==> src/rtl/div_share_sched.sv <==
// Round-robin scheduler sharing one free-running, fixed-latency pipelined divider among N_REQ requesters.
// Optional: `define DIV_ZERO_SAT_EN to saturate the quotient of divide-by-zero operations.
module div_share_sched #(
  parameter int unsigned N_REQ       = 4,
  parameter int unsigned W           = 32,
  parameter int unsigned DOUT_W      = 64,
  parameter int unsigned Q_LSB       = 32,
  parameter int unsigned DIV_LATENCY = 36
) (
  input  logic                clk_in,
  input  logic                rst_in,
  input  logic [N_REQ-1:0]    req_valid_in,
  output logic [N_REQ-1:0]    req_ready_out,
  input  logic [N_REQ*W-1:0]  req_dividend_in,
  input  logic [N_REQ*W-1:0]  req_divisor_in,
  output logic [N_REQ-1:0]    resp_valid_out,
  output logic [W-1:0]        resp_quotient_out,
  output logic                resp_dbz_out,
  input  logic                flush_in,
  output logic                flush_done_out,
  output logic                div_tvalid_out,
  output logic [W-1:0]        div_dividend_out,
  output logic [W-1:0]        div_divisor_out,
  input  logic                div_dout_valid_in,
  input  logic [DOUT_W-1:0]   div_dout_in,
  output logic                err_out
);

  localparam int unsigned IDW = (N_REQ > 1) ? $clog2(N_REQ) : 1;
  localparam int unsigned WCW = $clog2(DIV_LATENCY + 1) + 1;
  localparam int unsigned FCW = $clog2(DIV_LATENCY + 2) + 1;

  typedef enum logic [1:0] {
    S_WARM,
    S_RUN,
    S_DRAIN,
    S_DONE
  } state_t;

  typedef struct packed {
    logic           valid;
    logic [IDW-1:0] id;
    logic           dbz;
`ifdef DIV_ZERO_SAT_EN
    logic           neg;
`endif
  } tag_t;

  state_t           r_state;
  state_t           w_next_state;
  logic [WCW-1:0]   r_warm_cnt;
  logic [IDW-1:0]   r_ptr;
  logic [FCW-1:0]   r_inflight;

  logic             w_found;
  logic [IDW-1:0]   w_gidx;
  logic [N_REQ-1:0] w_grant;
  logic [W-1:0]     w_sel_dividend;
  logic [W-1:0]     w_sel_divisor;
  tag_t             w_new_tag;
  tag_t             w_head;
  tag_t             r_tag_pipe [DIV_LATENCY+1];

  logic             r_div_tvalid;
  logic [W-1:0]     r_div_dividend;
  logic [W-1:0]     r_div_divisor;

  logic [W-1:0]     w_q;
  logic             w_take;
  logic             w_mismatch;
  logic [N_REQ-1:0] r_resp_valid;
  logic [W-1:0]     r_resp_q;
  logic             r_resp_dbz;
  logic             r_err;
  logic             w_unused_dout;

  // ---------------------------------------------------------------- FSM
  always_ff @(posedge clk_in) begin
    if (!rst_in) begin
      r_state <= S_WARM;
    end else begin
      r_state <= w_next_state;
    end
  end

  // A result counts as pending while its tag is still in the pipe or its data is on the bus.
  always_comb begin
    w_next_state = r_state;
    case (r_state)
      S_WARM:  if (r_warm_cnt == WCW'(DIV_LATENCY)) w_next_state = S_RUN;
      S_RUN:   if (flush_in) w_next_state = S_DRAIN;
      S_DRAIN: if ((r_inflight == '0) && !div_dout_valid_in) w_next_state = S_DONE;
      S_DONE:  w_next_state = S_RUN;
      default: w_next_state = S_WARM;
    endcase
  end

  always_ff @(posedge clk_in) begin
    if (!rst_in) begin
      r_warm_cnt <= '0;
    end else if ((r_state == S_WARM) && (r_warm_cnt != WCW'(DIV_LATENCY))) begin
      r_warm_cnt <= r_warm_cnt + WCW'(1);
    end
  end

  // ---------------------------------------------------------------- grant
  always_comb begin
    int unsigned v_idx;
    v_idx   = 0;
    w_found = 1'b0;
    w_gidx  = '0;
    if ((r_state == S_RUN) && !flush_in) begin
      for (int unsigned k = 1; k <= N_REQ; k++) begin
        v_idx = (32'(r_ptr) + k) % N_REQ;
        if (!w_found && req_valid_in[v_idx]) begin
          w_found = 1'b1;
          w_gidx  = v_idx[IDW-1:0];
        end
      end
    end
  end

  assign w_grant        = w_found ? (N_REQ'(1) << w_gidx) : '0;
  assign req_ready_out  = w_grant;
  assign w_sel_dividend = req_dividend_in[w_gidx*W +: W];
  assign w_sel_divisor  = req_divisor_in[w_gidx*W +: W];

  always_ff @(posedge clk_in) begin
    if (!rst_in) begin
      r_ptr <= IDW'(N_REQ - 1);
    end else if (w_found) begin
      r_ptr <= w_gidx;
    end
  end

  // ---------------------------------------------------------------- issue
  always_ff @(posedge clk_in) begin
    if (!rst_in) begin
      r_div_tvalid   <= 1'b0;
      r_div_dividend <= '0;
      r_div_divisor  <= '0;
    end else begin
      r_div_tvalid <= w_found;
      if (w_found) begin
        r_div_dividend <= w_sel_dividend;
        r_div_divisor  <= w_sel_divisor;
      end
    end
  end

  assign div_tvalid_out   = r_div_tvalid;
  assign div_dividend_out = r_div_dividend;
  assign div_divisor_out  = r_div_divisor;

  always_comb begin
    w_new_tag       = '0;
    w_new_tag.valid = w_found;
    w_new_tag.id    = w_gidx;
    w_new_tag.dbz   = (w_sel_divisor == '0);
`ifdef DIV_ZERO_SAT_EN
    w_new_tag.neg   = w_sel_dividend[W-1];
`endif
  end

  // Stage 0 is loaded at the transfer edge, so the head lines up with the divider
  // output DIV_LATENCY cycles after div_tvalid_out.
  always_ff @(posedge clk_in) begin
    if (!rst_in) begin
      for (int unsigned i = 0; i <= DIV_LATENCY; i++) begin
        r_tag_pipe[i] <= '0;
      end
    end else begin
      r_tag_pipe[0] <= w_new_tag;
      for (int unsigned i = 1; i <= DIV_LATENCY; i++) begin
        r_tag_pipe[i] <= r_tag_pipe[i-1];
      end
    end
  end

  assign w_head = r_tag_pipe[DIV_LATENCY];

  always_ff @(posedge clk_in) begin
    if (!rst_in) begin
      r_inflight <= '0;
    end else if (w_found && !w_head.valid) begin
      r_inflight <= r_inflight + FCW'(1);
    end else if (!w_found && w_head.valid) begin
      r_inflight <= r_inflight - FCW'(1);
    end
  end

  // ---------------------------------------------------------------- return
  always_comb begin
    w_q = div_dout_in[Q_LSB +: W];
`ifdef DIV_ZERO_SAT_EN
    if (w_head.dbz) begin
      w_q = w_head.neg ? {1'b1, {(W-1){1'b0}}} : {1'b0, {(W-1){1'b1}}};
    end
`endif
  end

  // The divider is never reset, so its output is meaningless until WARM has elapsed.
  assign w_take     = (r_state != S_WARM) && w_head.valid && div_dout_valid_in;
  assign w_mismatch = (r_state != S_WARM) && (w_head.valid != div_dout_valid_in);

  always_ff @(posedge clk_in) begin
    if (!rst_in) begin
      r_resp_valid <= '0;
      r_resp_q     <= '0;
      r_resp_dbz   <= 1'b0;
      r_err        <= 1'b0;
    end else begin
      r_resp_valid <= w_take ? (N_REQ'(1) << w_head.id) : '0;
      if (w_take) begin
        r_resp_q   <= w_q;
        r_resp_dbz <= w_head.dbz;
      end
      if (w_mismatch) begin
        r_err <= 1'b1;
      end
    end
  end

  assign resp_valid_out    = r_resp_valid;
  assign resp_quotient_out = r_resp_q;
  assign resp_dbz_out      = r_resp_dbz;
  assign err_out           = r_err;
  assign flush_done_out    = (r_state == S_DONE);
  assign w_unused_dout     = ^div_dout_in;

endmodule

==> config.mk <==
export PLATFORM = sky130hd
export DESIGN_NAME = div_share_sched
export DESIGN_NICKNAME = d
export VERILOG_FILES = /design/src/rtl/div_share_sched.sv
export SDC_FILE = /design/constraint.sdc
export NUM_CORES = 1
export LEC_CHECK = 0
export CAP_MARGIN = 20
export CORE_MARGIN = 3
export CORE_UTILIZATION = 25
export CTS_CLUSTER_DIAMETER = 100
export DETAILED_ROUTE_END_ITERATION = 7
export PLACE_DENSITY_LB_ADDON = 0.12
export SETUP_SLACK_MARGIN = 0.2
export SLEW_MARGIN = 20
export SYNTH_ARGS = -nofsm -noshare
export SYNTH_HDL_FRONTEND = slang
export SYNTH_SLANG_ARGS = --single-unit
export TNS_END_PERCENT = 30
==> constraint.sdc <==
create_clock -name clk_in -period 4 [get_ports clk_in]
set_input_delay 0.4 -clock clk_in [delete_from_list [all_inputs] [get_ports clk_in]]
set_output_delay 0.4 -clock clk_in [all_outputs]
set_load 0.1 [all_outputs]
# Word level (Yosys, flattened, before mapping)
# Memory sizes are Yosys's and may differ from the RTL's.
# Cells that the tools add are included.
# op_classes
muxes,67
n_shift,4
n_bitwise,37
magnitude_cmp,4
addsub,7
eq_ne,9
reduce_logical,25
# op_table
cell,count
indexed part select 128 x 8 -> 32 bit,2
2-to-1 mux 4 bit,38
bitwise OR 1 bit,37
logical NOT 32 bit,1
2-to-1 mux 2 bit,8
"adder 7 x 1 -> 7 bit, second input constant",2
2-to-1 mux 1 bit,14
2-to-1 mux 7 bit,2
"less-than comparator 2 x 3 -> 1 bit, second input constant",4
logical AND 1 bit,11
binary-select mux 1 bit (select 2 bit),4
case mux 2 bit (4 select lines),1
"left shift 1 x 2 -> 4 bit, first input constant",2
"equality test 7 x 6 -> 1 bit, second input constant",1
logical NOT 1 bit,7
logical NOT 7 bit,1
"inequality test 7 x 6 -> 1 bit, second input constant",1
"subtractor 7 x 1 -> 7 bit, second input constant",1
"inequality test 2 bit, second input constant",3
"adder 2 x 1 -> 2 bit, second input constant",2
"adder 2 bit, second input constant",2
"equality test 2 bit, second input constant",2
nonzero test 2 bit,2
AND reduction 3 bit,1
other kinds (4),4
# totals
elab_cells,165
input_bits,328
mem_bits_rw,148
n_memories,1
register_bits,121
output_inout_bits,108
# memory_table
memory,words,width,read_ports,rd_clocked_by_memory_dff,wr,line,rtl
r_tag_pipe,37,4,37,0,37,62,tag_t r_tag_pipe [DIV_LATENCY+1];

# Longest topological paths before layout
# depth
depth_word,21
mapped_depth,17
depth_no_buf,16

# Worst setup path after synthesis
# No wires, ideal clock.
# synth_timing
path_type,input-to-output
startpoint,input req_valid_in[1]
endpoint,output req_ready_out[2]
t_arrival_ps,2810
required_ps,3600
cell_stages,6
path_slack_ps,790
path_buffers,2
path_cell_list,or3b_1 -> a21oi_2 -> o311ai_2 -> clkbuf_1 -> clkbuf_1 -> nor2_1
# synth_via
elab_chain_len,18
# synth_rtl
item,line,rtl
from (decl),12,"input logic [N_REQ-1:0] req_valid_in,"
binary-select mux 1 bit (select 2 bit),115,if (!w_found && req_valid_in[v_idx]) begin
2-to-1 mux 1 bit (implied by the code),115,
2-to-1 mux 1 bit,115,
2-to-1 mux 1 bit,112,if ((r_state == S_RUN) && !flush_in) begin
logical NOT 1 bit,115,
logical AND 1 bit,115,
2-to-1 mux 1 bit,115,
2-to-1 mux 1 bit,112,
(+2 left out),-,
2-to-1 mux 1 bit,115,
2-to-1 mux 1 bit,112,
logical NOT 1 bit,115,
logical AND 1 bit,115,
2-to-1 mux 2 bit,115,
2-to-1 mux 2 bit,112,
left shift 1 x 2 -> 4 bit,123,assign w_grant = w_found ? (N_REQ'(1) << w_gidx) : '0;
2-to-1 mux 4 bit *,123,
to (decl),13,"output logic [N_REQ-1:0] req_ready_out,"
# Mark *: on every way between the ends. The rest lies on a longest branch, timed or not. The select of a mux whose other input is x is not followed.

# Final worst setup path
# layout_timing
startpoint,register r_state[1]
endpoint,output req_ready_out[0]
# layout_via
elab_chain_len,5
# layout_rtl
item,line,rtl
from (decl),49,state_t r_state;
from (signal assigned),82,r_state <= w_next_state;
equality test 2 x 1 -> 1 bit *,112,
logical AND 1 bit *,112,
2-to-1 mux 2 bit,112,
left shift 1 x 2 -> 4 bit,123,
2-to-1 mux 4 bit *,123,
# Mark *: on every way between the ends. The rest lies on a longest branch, timed or not.

==> flow_metrics.env <==
export IMPL_leakage_nw=6.56
export IMPL_nNetsFinal=1970
export IMPL_die_area_sq_um=45800
export IMPL_multi_input_comb_area_sq_um=5040
export IMPL_slowest_delay_ns=0.46
export IMPL_status="finished clean"
export IMPL_synth_top_area_frac=0.496
export IMPL_r2r_start="r_state[1]"
export IMPL_period_share=0.801
export IMPL_avgViaCountPerCell=4.33
export IMPL_seq_area_sq_um=5370
export IMPL_min_path_cells=2
export IMPL_synth_flop_cell="dfxtp_1"
export IMPL_numClockSinks=268
export IMPL_drv_cap=0
export IMPL_cts_max_path_buffers=3
export IMPL_crit_path_start_kind="register"
export IMPL_cp_common_cell="buf_4"
export IMPL_finalSetupTns_ns=0
export IMPL_firstDrtPassIters=4
export IMPL_port_buffers=403
export IMPL_synth_cell_types=50
export IMPL_num_io_pins=436
export IMPL_path_max_fanout=40
export IMPL_cts_buffers=35
export IMPL_period_needed_ns=3.21
export IMPL_chipHeight_um=214
export IMPL_path_cells="inv_1 > ha_1 > nand2b_1 > a21o_2 > inv_2 > buf_4 > nand2_1 > buf_4 > nor2_1 > buf_12"
export IMPL_initial_core_util=0.256
export IMPL_drive_above_1_share=0.0594
export IMPL_ys_top_cells_by_area="dfxtp_1 (50%), nand2_1 (11%), and2_1 (9.7%), a21boi_0 (5.1%), mux2i_1 (3.5%)"
export IMPL_crit_cells=10
export IMPL_synth_edf_count=0
export IMPL_grt_max_degree=76
export IMPL_rr_worst_depth=15
export IMPL_cp_slowest_cell="buf_4"
export IMPL_antenna_found_initial=4
export IMPL_ant_nets=0
export IMPL_relSlewSlack=0.266
export IMPL_crit_path_start="r_state[1]"
export IMPL_async_reset_ff_frac=0
export IMPL_synth_cells=1256
export IMPL_power_mw=6.16
export IMPL_netlist_area_sq_um=10800
export IMPL_vias=9652
export IMPL_wl_um=37600
export IMPL_yosysWarnings=0
export IMPL_grt_usage=0.160
export IMPL_htree_levels=2
export IMPL_nFillCells=4341
export IMPL_row_count=75
export IMPL_drc=0
export IMPL_wl_per_cell_um=16.9
export IMPL_crit_arrival_ns=2.81
export IMPL_clk_latency_ns=0.53
export IMPL_dr_first_iter_drc_count=333
export IMPL_hold_buffers=0
export IMPL_die_w_um=214
export IMPL_slew_violations=0
export IMPL_cts_tree="done"
export IMPL_max_freq_mhz=312
export IMPL_clkTransAtPathRegs_ns=0.05
export IMPL_skew_ns=0.0255
export IMPL_gp_congestion=0.818
export IMPL_pwr_density_cell_nw_per_um2=372
export IMPL_areaGrowthSynthToFinish_pct=52.8
export IMPL_worstHoldStart="rst_in"
export IMPL_hold_ws_ns=0.316
export IMPL_place_inst=2168
export IMPL_yosysSeqAreaShare=0.496
export IMPL_hpwlAfterDp_um=27200
export IMPL_cts_resized=0
export IMPL_post_cts_buffers=0
export IMPL_hold_viol_final=0
export IMPL_critPathKind="reg -> out"
export IMPL_critPathTopFamily="buffers and inverters"
export IMPL_final_cell_mix="clkdlybuf4s50_1 (396), nand2_1 (323), dfxtp_1 (268)"
export IMPL_peakVddDrop_mv=0.236
export IMPL_cts_root_buf="clkbuf_16"
export IMPL_path_buf_inv=5
export IMPL_fin_cells=2230
export IMPL_hold_class="in -> reg"
export IMPL_synth_seq_cells=268
export IMPL_setup_viol=0
export IMPL_cp_data_required_time_ns=3.60
export IMPL_end_kind="output port"
export IMPL_grt_pass1_vias=9631
export IMPL_rsz0062_at_grt="no"
export IMPL_worstMarginPinSlew_ns=1.10
export IMPL_layout_commonest_cell="clkdlybuf4s50_1"
export IMPL_syn_area_per_cell_sq_um=8.61
export IMPL_grt_pass1_wl_um=57000
export IMPL_coreArea_sq_um=42300
export IMPL_grt_overflow=0
export IMPL_yosysTopAreaCell="dfxtp_1"
export IMPL_synthesis_nets=1598
-- final timing paths --
path / endpoint / slack [ns]
setup reg to reg: r_inflight[6] / 0.91
hold reg to reg: r_tag_pipe[0][97] / 0.42
setup / recovery: req_ready_out[0] / 0.79
hold / removal: div_divisor_out[6] / 0.32
-- per-layer routing --
layer / vias to the layer above / track usage / routed length [um]
li1: 4883 / - / -
met1: 4390 / 0.179 / 15000
met2: 310 / 0.270 / 18000
met3: 65 / 0.0685 / 3610
met4: 4 / 0.0607 / 1040
met5: - / 0 / 31
-- report_power, final --
group          internal, mW  switching [mW]
Clock                  1.87            1.18
Sequential             2.67         0.00317
Combinational         0.299           0.132
-- logic make-up (layout without fill, tap and decap cells) --
family,Yosys count,in the layout,share of synthesized area
compound gates,230,230,0.136
xor+xnor,12,12,0.00972
fa+ha+maj,14,14,0.0169
buf+inv,96,491,0.0398
flops,268,268,0.496
mux,39,39,0.0362
other cells,0,2,0
simple gates,597,597,0.265
-- Yosys cell counts, types with 4 or more instances --
| library cell | number |
|---|---|
| a22o_1 | 4 |
| nand3_1 | 55 |
| a21o_1 | 4 |
| inv_1 | 11 |
| a21boi_0 | 73 |
| nand2b_1 | 4 |
| and2_1 | 168 |
| xnor2_1 | 11 |
| a21oi_1 | 60 |
| nand4_1 | 5 |
| buf_4 | 4 |
| mux2i_1 | 38 |
| buf_1 | 5 |
| buf_2 | 20 |
| dfxtp_1 | 268 |
| a21oi_2 | 4 |
| clkbuf_1 | 52 |
| ha_1 | 13 |
| o21ai_0 | 52 |
| nand2_1 | 323 |
| buf_6 | 4 |
| a22oi_1 | 21 |
| nor4_1 | 4 |
| nor2_1 | 12 |
-- metrics by stage --
step / setup slack [ns] / area, sq um / utilization
after floorplan: 0.790 / 10800 / -
after global placement: 0.526 / 15400 / 0.364
after detailed placement: 0.493 / 15400 / 0.364
after CTS: 0.694 / 16500 / 0.391
after global routing: 0.546 / 16500 / 0.390
final: 0.794 / 16500 / 0.391
-- layout make-up --
| class | count | area share |
|---|---|---|
| multi-input cells | 892 | 0.305 |
| diodes | 2 | 0.000303 |
| inverters | 11 | 0.00250 |
| flip-flops and latches | 268 | 0.325 |
| repair buffers | 420 | 0.255 |
| clock inverters | 14 | 0.00886 |
| well taps | 577 | 0.0437 |
| clock buffers | 46 | 0.0598 |
-- registers in the layout, summed over array words and instances (netlist names) --
signal / cells
r_inflight: 7
div_dividend_out: 32
err_out: 1
r_ptr: 2
resp_dbz_out: 1
r_tag_pipe: 148
r_state: 2
div_divisor_out: 32
resp_quotient_out: 32
r_warm_cnt: 7
resp_valid_out: 4
(Power assumes the default switching activity.)
